$ cat src/rtl/pmod_button_debouncer.sv
`timescale 1ns/1ps
`default_nettype none
// ============================================================================
// Module      : pmod_button_debouncer
// Description : Two-channel debouncer for active-low PMOD push buttons.
//               Each raw input passes through a 2-flop synchronizer and is
//               inverted. A per-channel four-state FSM then accepts a change
//               only after DEBOUNCE_CYCLES consecutive stable cycles.
//               Optional auto-repeat of press pulses while a button is held
//               is enabled by defining the macro DEBOUNCE_REPEAT_EN.
// Ports       : clk_12M       in   system clock, rising edge
//               rst           in   synchronous active-high reset
//               pmod[1:0]     in   raw asynchronous buttons, 0 = pressed
//               btn_level     out  debounced level, 1 = pressed
//               press_pulse   out  one-cycle pulse per accepted press/repeat
//               release_pulse out  one-cycle pulse per accepted release
// Revision    : 1.0 - initial release
// ============================================================================
module pmod_button_debouncer #(
    parameter int DEBOUNCE_CYCLES = 120000,
    parameter int REPEAT_DELAY    = 6000000,
    parameter int REPEAT_RATE     = 1200000
) (
    input  logic       clk_12M,
    input  logic       rst,
    input  logic [1:0] pmod,
    output logic [1:0] btn_level,
    output logic [1:0] press_pulse,
    output logic [1:0] release_pulse
);

    // One counter width covers every count the block can reach.
    localparam int c_MAX_PARAM =
        (DEBOUNCE_CYCLES > REPEAT_DELAY)
            ? ((DEBOUNCE_CYCLES > REPEAT_RATE) ? DEBOUNCE_CYCLES : REPEAT_RATE)
            : ((REPEAT_DELAY    > REPEAT_RATE) ? REPEAT_DELAY    : REPEAT_RATE);
    localparam int c_CNT_W = $clog2(c_MAX_PARAM + 1);
    localparam logic [c_CNT_W-1:0] c_DB_LAST = c_CNT_W'(DEBOUNCE_CYCLES - 1);

    typedef enum logic [1:0] {
        RELEASED     = 2'd0,
        PRESS_WAIT   = 2'd1,
        PRESSED      = 2'd2,
        RELEASE_WAIT = 2'd3
    } state_t;

    // ------------------------------------------------------------------
    // Synchronizer; resets to the released (high) level of the raw pins
    // ------------------------------------------------------------------
    logic [1:0] r_meta_q, w_meta_d;
    logic [1:0] r_sync_q, w_sync_d;
    logic [1:0] w_sync_n;

    always_comb begin
        w_meta_d = pmod;
        w_sync_d = r_meta_q;
        w_sync_n = ~r_sync_q;
    end

    always_ff @(posedge clk_12M) begin
        if (rst) begin
            r_meta_q <= 2'b11;
            r_sync_q <= 2'b11;
        end else begin
            r_meta_q <= w_meta_d;
            r_sync_q <= w_sync_d;
        end
    end

    // ------------------------------------------------------------------
    // Independent per-channel debounce FSM
    // ------------------------------------------------------------------
    for (genvar ch = 0; ch < 2; ch++) begin : g_ch
        state_t             r_state_q, w_state_d;
        logic [c_CNT_W-1:0] r_cnt_q,   w_cnt_d;
        logic               r_press_q, w_press_d;
        logic               r_rel_q,   w_rel_d;
        logic               w_accept;
        logic               w_repeat_fire;

        always_comb begin
            w_state_d = r_state_q;
            w_cnt_d   = r_cnt_q;
            w_accept  = 1'b0;
            w_rel_d   = 1'b0;
            case (r_state_q)
                RELEASED: begin
                    if (w_sync_n[ch]) begin
                        w_state_d = PRESS_WAIT;
                        w_cnt_d   = '0;
                    end
                end
                PRESS_WAIT: begin
                    if (!w_sync_n[ch]) begin
                        w_state_d = RELEASED;
                    end else if (r_cnt_q == c_DB_LAST) begin
                        w_state_d = PRESSED;
                        w_accept  = 1'b1;
                    end else if (r_cnt_q != '1) begin
                        w_cnt_d = r_cnt_q + 1'b1;
                    end
                end
                PRESSED: begin
                    if (!w_sync_n[ch]) begin
                        w_state_d = RELEASE_WAIT;
                        w_cnt_d   = '0;
                    end
                end
                RELEASE_WAIT: begin
                    if (w_sync_n[ch]) begin
                        w_state_d = PRESSED;
                    end else if (r_cnt_q == c_DB_LAST) begin
                        w_state_d = RELEASED;
                        w_rel_d   = 1'b1;
                    end else if (r_cnt_q != '1) begin
                        w_cnt_d = r_cnt_q + 1'b1;
                    end
                end
                default: begin
                    w_state_d = RELEASED;
                    w_cnt_d   = '0;
                end
            endcase
            // Repeats fire only while staying in PRESSED, so they can never
            // coincide with a release pulse.
            w_press_d = w_accept | w_repeat_fire;
        end

`ifdef DEBOUNCE_REPEAT_EN
        logic [c_CNT_W-1:0] r_hold_q, w_hold_d;
        logic               r_rep_q,  w_rep_d;
        logic [c_CNT_W-1:0] w_hold_last;

        // Hold counter runs only across PRESSED->PRESSED cycles; any other
        // state (including RELEASE_WAIT) clears it and the repeat phase.
        always_comb begin
            w_hold_d      = '0;
            w_rep_d       = 1'b0;
            w_repeat_fire = 1'b0;
            w_hold_last   = r_rep_q ? c_CNT_W'(REPEAT_RATE - 1)
                                    : c_CNT_W'(REPEAT_DELAY - 1);
            if ((r_state_q == PRESSED) && (w_state_d == PRESSED)) begin
                if (r_hold_q == w_hold_last) begin
                    w_repeat_fire = 1'b1;
                    w_rep_d       = 1'b1;
                end else begin
                    w_rep_d  = r_rep_q;
                    w_hold_d = (r_hold_q != '1) ? r_hold_q + 1'b1 : r_hold_q;
                end
            end
        end

        always_ff @(posedge clk_12M) begin
            if (rst) begin
                r_hold_q <= '0;
                r_rep_q  <= 1'b0;
            end else begin
                r_hold_q <= w_hold_d;
                r_rep_q  <= w_rep_d;
            end
        end
`else
        assign w_repeat_fire = 1'b0;
`endif

        always_ff @(posedge clk_12M) begin
            if (rst) begin
                r_state_q <= RELEASED;
                r_cnt_q   <= '0;
                r_press_q <= 1'b0;
                r_rel_q   <= 1'b0;
            end else begin
                r_state_q <= w_state_d;
                r_cnt_q   <= w_cnt_d;
                r_press_q <= w_press_d;
                r_rel_q   <= w_rel_d;
            end
        end

        assign btn_level[ch]     = (r_state_q == PRESSED) || (r_state_q == RELEASE_WAIT);
        assign press_pulse[ch]   = r_press_q;
        assign release_pulse[ch] = r_rel_q;
    end

endmodule
`default_nettype wire

$ cat config.mk
export PLATFORM = sky130hd
export DESIGN_NAME = pmod_button_debouncer
export DESIGN_NICKNAME = d
export VERILOG_FILES = /design/src/rtl/pmod_button_debouncer.sv
export SDC_FILE = /design/constraint.sdc
export NUM_CORES = 1
export LEC_CHECK = 0
export ABC_AREA = 1
export ABC_CLOCK_PERIOD_IN_PS = 4200
export BUFFER_PORTS_ARGS = -buffer_cell sky130_fd_sc_hd__buf_2
export CELL_PAD_IN_SITES_DETAIL_PLACEMENT = 0
export CELL_PAD_IN_SITES_GLOBAL_PLACEMENT = 1
export CORE_ASPECT_RATIO = 0.8
export CORE_MARGIN = 1
export CORE_UTILIZATION = 40
export CTS_BUF_LIST = sky130_fd_sc_hd__clkbuf_4 sky130_fd_sc_hd__clkbuf_8
export DETAILED_ROUTE_END_ITERATION = 16
export PLACE_DENSITY_LB_ADDON = 0.2
export SETUP_SLACK_MARGIN = 0.15
export SYNTH_ARGS = -nofsm -noshare
export SYNTH_HDL_FRONTEND = slang
export SYNTH_SLANG_ARGS = --single-unit
$ cat constraint.sdc
create_clock -name clk_12M -period 4.2 [get_ports clk_12M]
set_input_delay 0.42 -clock clk_12M [delete_from_list [all_inputs] [get_ports clk_12M]]
set_output_delay 0.42 -clock clk_12M [all_outputs]
set_load 0.02 [all_outputs]
==> results.json <==
{
  "status": "complete, no violations",
  "drt_pass1_iterations": 5,
  "min-delay-path-class": "in2reg",
  "htree_levels": 3,
  "via_per_inst": 5.23,
  "max_freq_mhz": 402,
  "place.gp.congestion": 0.931,
  "synth-async-reset-ratio_pct": 0,
  "period_needed_ns": 2.49,
  "dpl.hpwl_um": 7540,
  "fp.dieW_um": 112,
  "power.switching_uw": 310,
  "routed_wl_um": 10700,
  "vdd_drop_max_mv": 0.210,
  "cp_slowest_stage_delay_ns": 0.61,
  "grt_max_degree": 35,
  "crit_family": "simple AND/OR/NAND/NOR gates",
  "antenna_found_initial": 0,
  "layout-drive-gt1-share_pct": 8.09,
  "grt_pass1_wl_um": 17600,
  "pre_cts_slack_ns": 1.71,
  "power.internal_uw": 931,
  "cts_root_buf": "clkbuf_8",
  "yosysTopAreaCellShare_pct": 30.2,
  "hold_viol_final": 0,
  "synth_nets": 660,
  "grt_util_met2_pct": 27.7,
  "ff2ff_path_depth": 8,
  "final_util_pct": 44.9,
  "min_path_cells": 2,
  "p_leak_uw": 0.00150,
  "cts.repair.resized": 0,
  "p_clk_share_pct": 48.2,
  "syn_avg_cell_area_um2": 5.88,
  "fin_area_um2": 4130,
  "avgRoutedWirePerCell_um": 13.9,
  "finalWorstSetupSlack_ns": 1.71,
  "grt_pass1_vias": 3440,
  "critPathKind": "reg2reg",
  "met1_usage_pct": 35.2,
  "postCtsHoldBufs": 0,
  "cp_max_fo": 17,
  "met3_usage_pct": 7.08,
  "fin_setup_tns_ns": 0,
  "rows": 31,
  "reg2reg_from": "g_ch[0].r_state_q[0]",
  "postCtsSetupBuffers": 0,
  "cpMaxStageDelayCell": "dfxtp_1",
  "cp_cell_sequence": "inv_1 -> nor2_1 -> nand2_1 -> nand2_1 -> nand2_4 -> nor2_1 -> nand2_1 -> nand2_1",
  "io_pins": 10,
  "path_buf_inv": 1,
  "yosys_warnings": 0,
  "p_total_uw": 1240,
  "first_iter_violations": 377,
  "grt_overflow": 0,
  "pwr-share-seq_pct": 46.0,
  "yosys.cell_count.top_type": "nand2_1",
  "min_to": "r_meta_q[0]",
  "crit_top_cell": "nand2_1",
  "cts.path.max_buffers": 2,
  "vias": 4026,
  "grtUsageTotal_pct": 22.3,
  "ys.flop_type": "dfxtp_1",
  "worst-r2r-setup-slack_ns": 1.71,
  "required_ns": 4.50,
  "r2r_end": "g_ch[0].r_cnt_q[17]",
  "clkSlewWorstSetupHoldPaths_ns": 0.07,
  "arrival_ns": 2.78,
  "start_kind": "register",
  "switching_share_pct": 25.0,
  "seq_area_frac_synth_pct": 30.2,
  "combPwrFrac_pct": 5.8,
  "dieArea_um2": 10000,
  "cap_violations": 0,
  "cts_tree": "built",
  "start_util_pct": 41.8,
  "maxSlewHeadroom_pct": 49.1,
  "clock_skew_ns": 0.00794,
  "antenna_cells": 0,
  "cts_inserted_buffers": 9,
  "power_density_nw_per_um2": 300,
  "synth.distinct_cells": 30,
  "post-route-period-util_pct": 59.3,
  "hp-start": "pmod[0]",
  "die_y_um": 89.7,
  "syn_area_um2": 3850,
  "yosys.area.top_type": "dfxtp_1",
  "postSynthCellCount": 654,
  "synth_commonest_cells": "197 x nand2_1, 132 x nor2_1, 81 x nand3_1, 61 x inv_1, 58 x dfxtp_1",
  "port_buffers": 9,
  "worstSkewPairLatency_ns": 0.35,
  "rsz0062_at_grt": "false",
  "critPathCaptureType": "register",
  "placed_area_um2": 3910,
  "finalNetCount": 656,
  "cts_sinks": 58,
  "synth_edf_count": 0,
  "drc": 0,
  "report.final.slew_viol_count": 0,
  "drtAntennaViolNets": 0,
  "grt-busiest-layer": "met1",
  "netlist_top_cells_area": "dfxtp_1 30%, nand2_1 19%, nor2_1 13%",
  "ys_ff_latch": 58,
  "finalSetupViolCount": 0,
  "syn_to_final_growth_pct": 7.35,
  "core_area_um2": 9190,
  "worstMarginPinSlew_ns": 0.762
}
[cells by family after synthesis]
| kind of cell | synth area share (%) |
|---|---|
| AND/OR/NAND/NOR | 52.0 |
| adder cells (fa/ha/maj) | 0.651 |
| flip-flops | 30.2 |
| AO/OA/AOI/OAI | 5.60 |
| buffers and inverters | 9.69 |
| XOR/XNOR | 1.82 |
[metal layers]
layer | vias up | wire length (um)
met5 | - | 0
met2 | 155 | 3990
met1 | 1798 | 5610
met3 | 11 | 990
met4 | 0 | 93
li1 | 2062 | -
[stage by stage]
stage | hold slack [ns] | cells
finish | 0.250 | 770
global route | 0.232 | 770
CTS | 0.235 | 770
detailed placement | 0.394 | 754
global placement | 0.391 | 754
floorplan | 0.389 | 654
[how the worst max path moves through the flow]
stage | cells after the start | start | end
final | 8 | g_ch[0].r_state_q[0] | g_ch[0].r_cnt_q[17]
after global routing | 8 | g_ch[0].r_state_q[0] | g_ch[0].r_cnt_q[17]
after CTS | 8 | g_ch[0].r_state_q[0] | g_ch[0].r_cnt_q[17]
after detailed placement | 8 | g_ch[0].r_state_q[0] | g_ch[0].r_cnt_q[17]
after global placement | 8 | g_ch[0].r_state_q[0] | g_ch[0].r_cnt_q[17]
after floorplan | 11 | g_ch[1].r_cnt_q[0] | g_ch[1].r_cnt_q[3]
[layout by cell type (no fill, tap or decap), drive strengths merged]
master / n
a21oi: 26
buf: 9
bufinv: 2
clkbuf: 11
clkinv: 2
clkinvlp: 1
dfxtp: 58
ha: 2
inv: 65
nand2: 202
nand3: 83
nand4: 15
nor2: 141
nor3: 10
nor3b: 1
nor4: 3
o21ai: 8
o21bai: 4
or2: 4
xnor2: 3
xor2: 5
[worst reg2reg max path, cell delays in order, from the launching register on]
cell,delay [ns]
dfxtp_1,0.61
inv_1,0.41
nor2_1,0.20
nand2_1,0.06
nand2_1,0.46
nand2_4,0.29
nor2_1,0.26
nand2_1,0.08
nand2_1,0.06
[power by group through the flow]
stage	Clock [uW]	Combinational (uW)	Sequential, uW
final	597	72.5	571
after global routing	634	81.4	572
after CTS	611	72.8	570
after detailed placement	0	72.8	583
after global placement	0	72.6	583
after floorplan	0	61.0	577
[state kept, by name (all words and copies together) (netlist names), named ones only]
signal	flops
g_ch.r_cnt_q	46
g_ch.r_state_q	2
r_sync_q	2
g_ch.r_rel_q	2
g_ch.r_press_q	2
r_meta_q	2
[cell type report]
cell class	count	area (um2)
clock buffer	11	145
fill	977	5060
inverter	65	244
timing repair buffer	9	45.0
tap	115	144
multi-input combinational	507	2310
clock inverter	5	77.6
sequential	58	1160
Note: power is estimated with default switching activity, not from simulation.
